File: src/rtl/crc_stream_engine_if.sv
// Valid/ready word stream with a frame-end marker, shared by both sides of the CRC engine.
interface crc_stream_engine_if #(
    parameter int DATA_W = 8
);
    logic              valid;
    logic              ready;
    logic [DATA_W-1:0] data;
    logic              last;

    modport master (output valid, data, last, input ready);
    modport slave  (input valid, data, last, output ready);
endinterface

File: src/rtl/crc_stream_engine.sv
// Streaming CRC engine: GENERATE appends the CRC to a frame, CHECK verifies the trailing CRC words.
//
// state  | meaning
// IDLE   | waiting for the first word of a frame, crc treated as INIT
// DATA   | forwarding words and folding them into crc
// APPEND | GENERATE only: emitting the K CRC words, MS word first
// DONE   | one cycle, done=1 and status registers updated
module crc_stream_engine #(
    parameter int               DATA_W = 8,
    parameter int               CRC_W  = 8,
    parameter logic [CRC_W-1:0] POLY   = CRC_W'('h07),
    parameter logic [CRC_W-1:0] INIT   = '0,
    parameter logic [CRC_W-1:0] XOROUT = '0
) (
    input  logic                clk,
    input  logic                rst,
    input  logic                mode,
    crc_stream_engine_if.slave  s,
    crc_stream_engine_if.master m,
    output logic                done,
    output logic [CRC_W-1:0]    crc_value,
    output logic                crc_err,
    output logic                len_err
);
    localparam int K     = CRC_W / DATA_W;
    localparam int CNT_W = $clog2(K + 1);

    typedef enum logic [1:0] {ST_IDLE, ST_DATA, ST_APPEND, ST_DONE} state_t;

    state_t            state;
    logic              mode_q;
    logic              run;
    logic [CRC_W-1:0]  crc;
    logic [DATA_W-1:0] dly [K];
    logic [CNT_W-1:0]  cnt;
    logic [CNT_W-1:0]  app_idx;

    logic              out_free;
    logic              accept;
    logic              mode_eff;
    logic              short_frame;
    logic [CRC_W-1:0]  crc_base;
    logic [CRC_W-1:0]  crc_gen;
    logic [CRC_W-1:0]  crc_chk;
    logic [CRC_W-1:0]  crc_out;
    logic [CRC_W-1:0]  rx_crc;
    logic [CNT_W-1:0]  cnt_base;
    logic [DATA_W-1:0] append_word;

    function automatic logic [CRC_W-1:0] crc_step(input logic [CRC_W-1:0] c_in,
                                                  input logic [DATA_W-1:0] d);
        logic [CRC_W-1:0] c;
        logic             fb;
        c = c_in;
        for (int b = DATA_W - 1; b >= 0; b--) begin
            fb = c[CRC_W-1] ^ d[b];
            c  = {c[CRC_W-2:0], 1'b0} ^ (fb ? POLY : '0);
        end
        return c;
    endfunction

    // run keeps s_ready low until the first edge after reset release
    assign out_free    = !m.valid || m.ready;
    assign s.ready     = run && ((state == ST_IDLE) || (state == ST_DATA)) && out_free;
    assign accept      = s.valid && s.ready;
    assign mode_eff    = (state == ST_IDLE) ? mode : mode_q;
    assign crc_base    = (state == ST_IDLE) ? INIT : crc;
    assign cnt_base    = (state == ST_IDLE) ? '0 : cnt;
    assign crc_gen     = crc_step(crc_base, s.data);
    assign crc_chk     = (cnt_base == CNT_W'(K)) ? crc_step(crc_base, dly[K-1]) : crc_base;
    assign short_frame = (cnt_base != CNT_W'(K));
    assign crc_out     = crc ^ XOROUT;
    assign append_word = DATA_W'(crc_out >> (DATA_W * (K - 1 - int'(app_idx))));

    // Received CRC: the K-1 youngest delayed words plus the word being accepted.
    always_comb begin
        rx_crc = '0;
        rx_crc[DATA_W-1:0] = s.data;
        for (int i = 1; i < K; i++) begin
            rx_crc[i*DATA_W +: DATA_W] = dly[i-1];
        end
    end

    always_ff @(posedge clk or negedge rst) begin
        if (!rst) begin
            state     <= ST_IDLE;
            mode_q    <= 1'b0;
            run       <= 1'b0;
            crc       <= INIT;
            cnt       <= '0;
            app_idx   <= '0;
            m.valid   <= 1'b0;
            m.data    <= '0;
            m.last    <= 1'b0;
            done      <= 1'b0;
            crc_value <= '0;
            crc_err   <= 1'b0;
            len_err   <= 1'b0;
            for (int i = 0; i < K; i++) begin
                dly[i] <= '0;
            end
        end else begin
            run  <= 1'b1;
            done <= 1'b0;
            case (state)
                ST_IDLE, ST_DATA: begin
                    if (out_free) begin
                        m.valid <= accept;
                        if (accept) begin
                            m.data <= s.data;
                            m.last <= mode_eff && s.last;
                        end
                    end
                    if (accept) begin
                        mode_q <= mode_eff;
                        if (!mode_eff) begin
                            crc     <= crc_gen;
                            app_idx <= '0;
                            state   <= s.last ? ST_APPEND : ST_DATA;
                        end else begin
                            // Only words that have left the delay line are payload.
                            crc    <= crc_chk;
                            dly[0] <= s.data;
                            for (int i = K - 1; i > 0; i--) begin
                                dly[i] <= dly[i-1];
                            end
                            cnt <= short_frame ? cnt_base + 1'b1 : cnt_base;
                            if (s.last) begin
                                state     <= ST_DONE;
                                done      <= 1'b1;
                                crc_value <= crc_chk ^ XOROUT;
                                len_err   <= short_frame;
                                crc_err   <= !short_frame && (rx_crc != (crc_chk ^ XOROUT));
                            end else begin
                                state <= ST_DATA;
                            end
                        end
                    end
                end
                ST_APPEND: begin
                    if (out_free) begin
                        m.valid <= 1'b1;
                        m.data  <= append_word;
                        m.last  <= (app_idx == CNT_W'(K - 1));
                        if (app_idx == CNT_W'(K - 1)) begin
                            state     <= ST_DONE;
                            done      <= 1'b1;
                            crc_value <= crc_out;
                            crc_err   <= 1'b0;
                            len_err   <= 1'b0;
                        end else begin
                            app_idx <= app_idx + 1'b1;
                        end
                    end
                end
                default: begin
                    if (out_free) begin
                        m.valid <= 1'b0;
                    end
                    crc   <= INIT;
                    cnt   <= '0;
                    state <= ST_IDLE;
                end
            endcase
        end
    end
endmodule

File: src/flat_wrapper.sv
// flat-port wrapper written by rule: the top's interface ports become plain ports
module crc_stream_engine_flat 
#(
    parameter int               DATA_W = 8,
    parameter int               CRC_W  = 8,
    parameter logic [CRC_W-1:0] POLY   = CRC_W'('h07),
    parameter logic [CRC_W-1:0] INIT   = '0,
    parameter logic [CRC_W-1:0] XOROUT = '0
)
  (clk, rst, mode, done, crc_value, crc_err, len_err, s_valid, s_data, s_last, s_ready, m_valid, m_data, m_last, m_ready);
  crc_stream_engine_if #(.DATA_W(DATA_W)) s_i ();
  crc_stream_engine_if #(.DATA_W(DATA_W)) m_i ();
  input  logic clk;
  input  logic rst;
  input  logic mode;
  output logic done;
  output logic [CRC_W-1:0] crc_value;
  output logic crc_err;
  output logic len_err;
  input wire logic [$bits(s_i.valid)-1:0] s_valid;
  input wire logic [$bits(s_i.data)-1:0] s_data;
  input wire logic [$bits(s_i.last)-1:0] s_last;
  output wire logic [$bits(s_i.ready)-1:0] s_ready;
  output wire logic [$bits(m_i.valid)-1:0] m_valid;
  output wire logic [$bits(m_i.data)-1:0] m_data;
  output wire logic [$bits(m_i.last)-1:0] m_last;
  input wire logic [$bits(m_i.ready)-1:0] m_ready;
  assign s_i.valid = s_valid;
  assign s_i.data = s_data;
  assign s_i.last = s_last;
  assign s_ready = s_i.ready;
  assign m_valid = m_i.valid;
  assign m_data = m_i.data;
  assign m_last = m_i.last;
  assign m_i.ready = m_ready;
  crc_stream_engine #(.DATA_W(DATA_W), .CRC_W(CRC_W), .POLY(POLY), .INIT(INIT), .XOROUT(XOROUT)) u_core (.clk(clk), .rst(rst), .mode(mode), .s(s_i), .m(m_i), .done(done), .crc_value(crc_value), .crc_err(crc_err), .len_err(len_err));
endmodule
File: config.mk
export PLATFORM = sky130hd
export DESIGN_NAME = crc_stream_engine_flat
export DESIGN_NICKNAME = d
export VERILOG_FILES = /design/src/rtl/crc_stream_engine_if.sv /design/src/rtl/crc_stream_engine.sv /design/src/flat_wrapper.sv
export SDC_FILE = /design/constraint.sdc
export NUM_CORES = 1
export LEC_CHECK = 0
export CAP_MARGIN = 20
export CORE_UTILIZATION = 55
export CTS_CLUSTER_SIZE = 40
export DETAILED_ROUTE_END_ITERATION = 10
export GPL_TIMING_DRIVEN = 0
export PLACE_DENSITY_LB_ADDON = 0.08
export SLEW_MARGIN = 0
export SYNTH_ARGS = -nofsm -noshare
export SYNTH_HDL_FRONTEND = slang
export SYNTH_SLANG_ARGS = --single-unit
File: constraint.sdc
create_clock -name clk -period 3.7 [get_ports clk]
set_clock_uncertainty 0.2 [all_clocks]
set_input_delay 0.555 -clock clk [delete_from_list [all_inputs] [get_ports clk]]
set_output_delay 0.555 -clock clk [all_outputs]
set_load 0.01 [all_outputs]
; Word level (Yosys, flattened, before mapping)
; Index checks and enable logic that the tools add are counted.
[word_totals]
inputBits = 14
output_inout_bits = 22
register_bits = 43
word_cells = 155
[classes]
bitwise_logic = 35
n_shift = 1
eq_ne = 10
add_sub_neg = 3
muxes = 73
reduce_logical = 19
[ops]
columns = cell, count
row1 = XOR 8 bit, 16
row2 = two-way mux 8 bit, 12
row3 = two-way mux 3 bit, 16
row4 = one-hot mux 8 bit (2 select lines), 3
row5 = right shift 8 x 32 -> 8 bit, 1
row6 = two-way mux 1 bit, 28
row7 = XOR 1 bit, 16
row8 = one-hot mux 1 bit (2 select lines), 7
row9 = two-way mux 2 bit, 6
row10 = AND reduction 3 bit, 3
row11 = != test 2 x 1 -> 1 bit (second input constant), 4
row12 = != test 8 bit, 1
row13 = AND reduction 4 bit, 2
row14 = != test 2 bit (second input constant), 3
row15 = AND reduction 6 bit, 1
row16 = logical AND 1 bit, 5
row17 = one-hot mux 2 bit (2 select lines), 1
row18 = AND reduction 2 bit, 2
row19 = inverter 1 bit, 3
row20 = adder 1 bit (second input constant), 2
row21 = == test 2 x 1 -> 1 bit (second input constant), 1
row22 = == test 2 bit (second input constant), 1
row23 = zero test 2 bit, 1
row24 = logical OR 1 bit, 2
row25 = 4 further kinds, 4

; Depth between registers and ports, before layout
[depth]
ltp_word = 33
ltp_mapped = 9
ltp_nobuf = 7

; Worst setup path before layout
; OpenSTA, ideal clock, no wires.
[synth_path]
path_kind = register to register
start = register u_core.state[1]
end = register u_core.crc_err
setup_slack_ns = 1.227
setup_time_ns = 0.144
arrival_time_ns = 2.129
t_required_ns = 3.356
stages_incl_launch_ff = 9
path_cell_list = dfrtp_1 buf_2 o21ai_2 xor2_1 nor3_1 o21ai_0 mux2_2 a311oi_1 a41oi_1
[synth_between]
elab_chain_cells = 21
[synth_rtl]
columns = item, line_no
row1 = start: declaration, crc_stream_engine.sv:30  ; state_t state;
row2 = start signal: assignment, crc_stream_engine.sv:119  ; state <= s.last ? ST_APPEND : ST_DATA;
row3 = zero test 2 bit, --
row4 = two-way mux 8 bit, crc_stream_engine.sv:67  ; assign crc_base = (state == ST_IDLE) ? INIT : crc;
row5 = XOR 1 bit / XOR 8 bit (equally long branches), "crc_stream_engine.sv:56, crc_stream_engine.sv:57"
row6 = two-way mux 3 bit / XOR 1 bit (equally long branches), "crc_stream_engine.sv:57, crc_stream_engine.sv:56"
row7 = XOR 8 bit / two-way mux 3 bit (equally long branches), crc_stream_engine.sv:57  ; c = {c[CRC_W-2:0], 1'b0} ^ (fb ? POLY : '0);
row8 = XOR 8 bit (5 in a row), crc_stream_engine.sv:57
row9 = XOR 8 bit / XOR 1 bit (equally long branches), "crc_stream_engine.sv:57, crc_stream_engine.sv:56"
row10 = XOR 1 bit / two-way mux 3 bit (equally long branches), "crc_stream_engine.sv:56, crc_stream_engine.sv:57"
row11 = two-way mux 3 bit / XOR 8 bit (equally long branches), crc_stream_engine.sv:57
row12 = XOR 8 bit, crc_stream_engine.sv:57
row13 = two-way mux 8 bit, crc_stream_engine.sv:70  ; assign crc_chk = (cnt_base == CNT_W'(K)) ? crc_step(crc_base, dly[K-1]) : crc_base;
row14 = != test 8 bit, crc_stream_engine.sv:133  ; crc_err <= !short_frame && (rx_crc != (crc_chk ^ XOROUT));
row15 = logical AND 1 bit, crc_stream_engine.sv:133
row16 = two-way mux 1 bit, crc_stream_engine.sv:128  ; if (s.last) begin
row17 = two-way mux 1 bit, crc_stream_engine.sv:116  ; if (!mode_eff) begin
row18 = two-way mux 1 bit, crc_stream_engine.sv:114  ; if (accept) begin
row19 = one-hot mux 1 bit (2 select lines), crc_stream_engine.sv:105  ; case (state)
row20 = end signal: assignment, crc_stream_engine.sv:133
row21 = end: declaration, crc_stream_engine.sv:22  ; output logic crc_err,
; Parallel ways exist; a longest one is shown, timed or not. The select of a mux whose other input is x is not followed.
; A chain may end at the register's enable or synchronous reset.

; Worst setup path in the final report
[layout_path]
start = input port m_ready
end = register u_core.crc_err
[layout_between]
elab_chain_cells = 5
[layout_rtl]
columns = item, line_no
row1 = start: declaration, flat_wrapper.sv:27  ; input wire logic [$bits(m_i.ready)-1:0] m_ready;
row2 = logical OR 1 bit *, crc_stream_engine.sv:63  ; assign out_free = !m.valid || m.ready;
row3 = logical AND 1 bit, crc_stream_engine.sv:64  ; assign s.ready = run && ((state == ST_IDLE) || (state == ST_DATA)) && out_free;
row4 = logical AND 1 bit, crc_stream_engine.sv:65  ; assign accept = s.valid && s.ready;
row5 = != test 2 x 1 -> 1 bit (no line), --
row6 = AND reduction 6 bit (no line) *, --
; Every way passes the cells marked *; elsewhere a longest branch is shown, timed or not.

==> impl_metrics.yaml <==
yosys:
  ys_ff_latch: 42
  synth.avg_cell_area_um2: 8.79
  synth_xor_area_share_pct: 20.9
  synth-async-reset-ratio_pct: 100
  synth_adder_area_share_pct: 0
  ys_warn_count: 0
  syn-cell-area_um2: 3020
  synthMuxAreaShare_pct: 4.65
  netlist_instances: 343
  synthSimpleGateAreaFrac_pct: 16.4
  synth_edf_count: 0
  seq_area_frac_synth_pct: 34.8
  synth_nets: 357
  synth_flop_cell: "dfrtp_1"
  synth_cell_types: 54
  synth_top_family_by_area: "XOR/XNOR gates"
  synth_compound_area_share_pct: 18.0
setup_path:
  cp_max_fo: 6
  crit_type: "input port to register"
  cp_num_buf_inv: 1
  crit_family: "simple AND/OR/NAND/NOR gates"
  worst_ep_required_time_ps: 3640
  crit_chain: "clkdlybuf4s50_1 > nor2b_1 > nor4bb_1 > a31oi_1 > a221oi_1 > o21ai_0 > nor4_1 > a41oi_1"
  worstPathArrival_ps: 3300
  end_kind: "register"
  cpMaxStageDelayCell: "nor4bb_1"
  slowest_delay_ps: 570
  crit_path_start_kind: "input port"
floorplan:
  dieArea_um2: 5790
  die_h_um: 76.1
  core_um2: 5200
  die_w_um: 76.1
  ios: 36
  initial_core_util_pct: 58.0
  std_cell_rows: 26
hold_path:
  hold_class: "register to register"
clock_tree:
  cts_tree: "done"
  htree_levels: 2
  cts_buffers: 5
  cts_sinks: 42
  clockRootBuffer: "clkbuf_8"
  clk_latency_ps: 300
  post_cts_resized: 0
  path_clk_slew_ps: 80
  post-cts-setup-buffers: 0
  clockBufferDepth: 2
route:
  detail_route.wirelength_um: 7930
  vias: 2665
  ant_nets: 0
  drt-initial-drc-count: 162
  wire_per_inst_um: 17.4
  viasPerCell: 5.86
  drt_drc_violations_left: 0
  drt-pass1-iter-count: 5
timing:
  slew_headroom_pct: 51.6
  grt_setup_unrepaired: "no"
  worst_hold_slack_ps: 282
  setup_tns_ps: 0
  final.setup.worst_slack_ps: 332
  tightest_slew_ps: 722
  period_needed_ps: 3370
  slew_violations: 0
  hold_viol_final: 0
  setup_viol: 0
  post-route-period-util_pct: 91.0
  max_freq_mhz: 297
placed_design:
  dp_slack_ps: 150
  place_congestion: 0.928
  portBuffers: 32
  place_hpwl_um: 6090
cells_and_area:
  multi_input_area_um2: 1810
  final_nets: 398
  fill_cells: 448
  drive_above_1_share_pct: 8.57
  layout_common_cells: "nand2_1, dfrtp_1, xnor2_1"
  seq_area_um2: 1050
  final_common_cell: "nand2_1"
  areaGrowthSynthToFinish_pct: 18.0
  diodes: 0
global_route:
  grt_pass1_wl_um: 13200
  grt-ovfl-total: 0
  groute.usage.overall_pct: 29.4
  antenna_found_initial: 0
  grt_pass1_vias: 2582
  grt_start_max_net_pins: 29
power:
  ir_drop_uv: 620
  p_leak_nw: 1.54
  power_density_nw_per_um2: 1120
  totalPowerFinal_mw: 3.97
run:
  maxCapViolCount: 0
run_status:
  outcome: "finished clean"
[flip-flops by register name (all words and copies together) (netlist names)]
name	flops
u_core.crc	8
u_core.crc_value	8
u_core.dly	8
u_core.m.data	8
u_core.state	2
u_core.cnt	1
u_core.crc_err	1
u_core.done	1
u_core.len_err	1
u_core.m.last	1
u_core.m.valid	1
u_core.mode_q	1
u_core.run	1
[cell families (layout without fill, tap and decap cells)]
| logic type | count (synthesis) | after routing |
|---|---|---|
| AO/OA/AOI/OAI | 86 | 86 |
| XOR/XNOR | 59 | 59 |
| buffers and inverters | 35 | 77 |
| flip-flops | 42 | 42 |
| multiplexers | 13 | 13 |
| other | 1 | 1 |
| AND/OR/NAND/NOR | 107 | 107 |
[metal layers]
| metal | part of all wire (%) | vias to the layer above | GRT usage (%) | routed length (um) |
|---|---|---|---|---|
| li1 | - | 1269 | - | - |
| met1 | 45 | 1272 | 39.1 | 3540 |
| met2 | 47 | 104 | 49.0 | 3710 |
| met3 | 6.3 | 20 | 5.87 | 502 |
| met4 | 2.1 | 0 | 8.27 | 169 |
| met5 | 0 | - | 0 | 0 |
[through the flow]
stage,instances,area (um2),utilization [%]
after floorplan,343,3020,-
after CTS,455,3560,68.4
after global placement,445,3420,65.8
after detailed placement,446,3440,66.1
final,455,3560,68.4
after global routing,455,3560,68.4
[tightest hold or removal path, stage by stage, from the launching register on]
cell	delay, ps
dfrtp_1	350
nand2_1	40
o21ai_0	60
[Yosys cell counts (4+ instances only)]
| cell | n | area (um2) |
|---|---|---|
| nand3_1 | 7 | 35.0 |
| xnor2_1 | 37 | 324 |
| nor3_1 | 4 | 20.0 |
| and2_1 | 4 | 25.0 |
| inv_1 | 9 | 33.8 |
| xor2_1 | 14 | 123 |
| a31oi_1 | 10 | 62.6 |
| mux2_2 | 8 | 90.1 |
| mux2i_1 | 5 | 50.1 |
| nand2_1 | 49 | 184 |
| buf_2 | 6 | 30.0 |
| and3_1 | 4 | 25.0 |
| o21ai_0 | 24 | 120 |
| nor4_1 | 6 | 37.5 |
| a21oi_1 | 20 | 100 |
| xnor3_1 | 6 | 135 |
| clkbuf_1 | 16 | 60.1 |
| dfrtp_1 | 42 | 1050 |
| a21o_1 | 5 | 37.5 |
| nor2_1 | 20 | 75.1 |
[where the power goes]
part / switching (mW) / internal (mW)
logic: 1.45 / 1.34
clock network: 0.172 / 0.202
registers: 0.161 / 0.654
[path summary, 6_finish.rpt]
kind                       cells after the start                start  slack (ps)                  end
max reg2reg                                    7      u_core.state[1]         510       u_core.crc_err
min reg2reg                                    2  u_core.crc_value[7]         280  u_core.crc_value[7]
max                                            8              m_ready         330       u_core.crc_err
max in group asynchronous                      3                  rst        2310        u_core.crc[3]
min                                            2  u_core.crc_value[7]         280  u_core.crc_value[7]
min in group asynchronous                      2                  rst         500        u_core.dly[6]
[what timing repair did]
item | 4_1_cts | 5_1_grt
endpoints found under the hold margin | 14 | 0
setup endpoints to repair | 0 | 0
hold buffers | 1 | 0
[cell type report]
class | instances | area share [%]
clock inverter | 2 | 1.05
multi-input combinational | 266 | 50.9
sequential | 42 | 29.5
buffer | 26 | 3.41
timing repair buffer | 34 | 9.70
inverter | 9 | 0.949
tap | 70 | 2.46
clock buffer | 6 | 2.04
No activity file was read; power rests on OpenSTA's default activity.
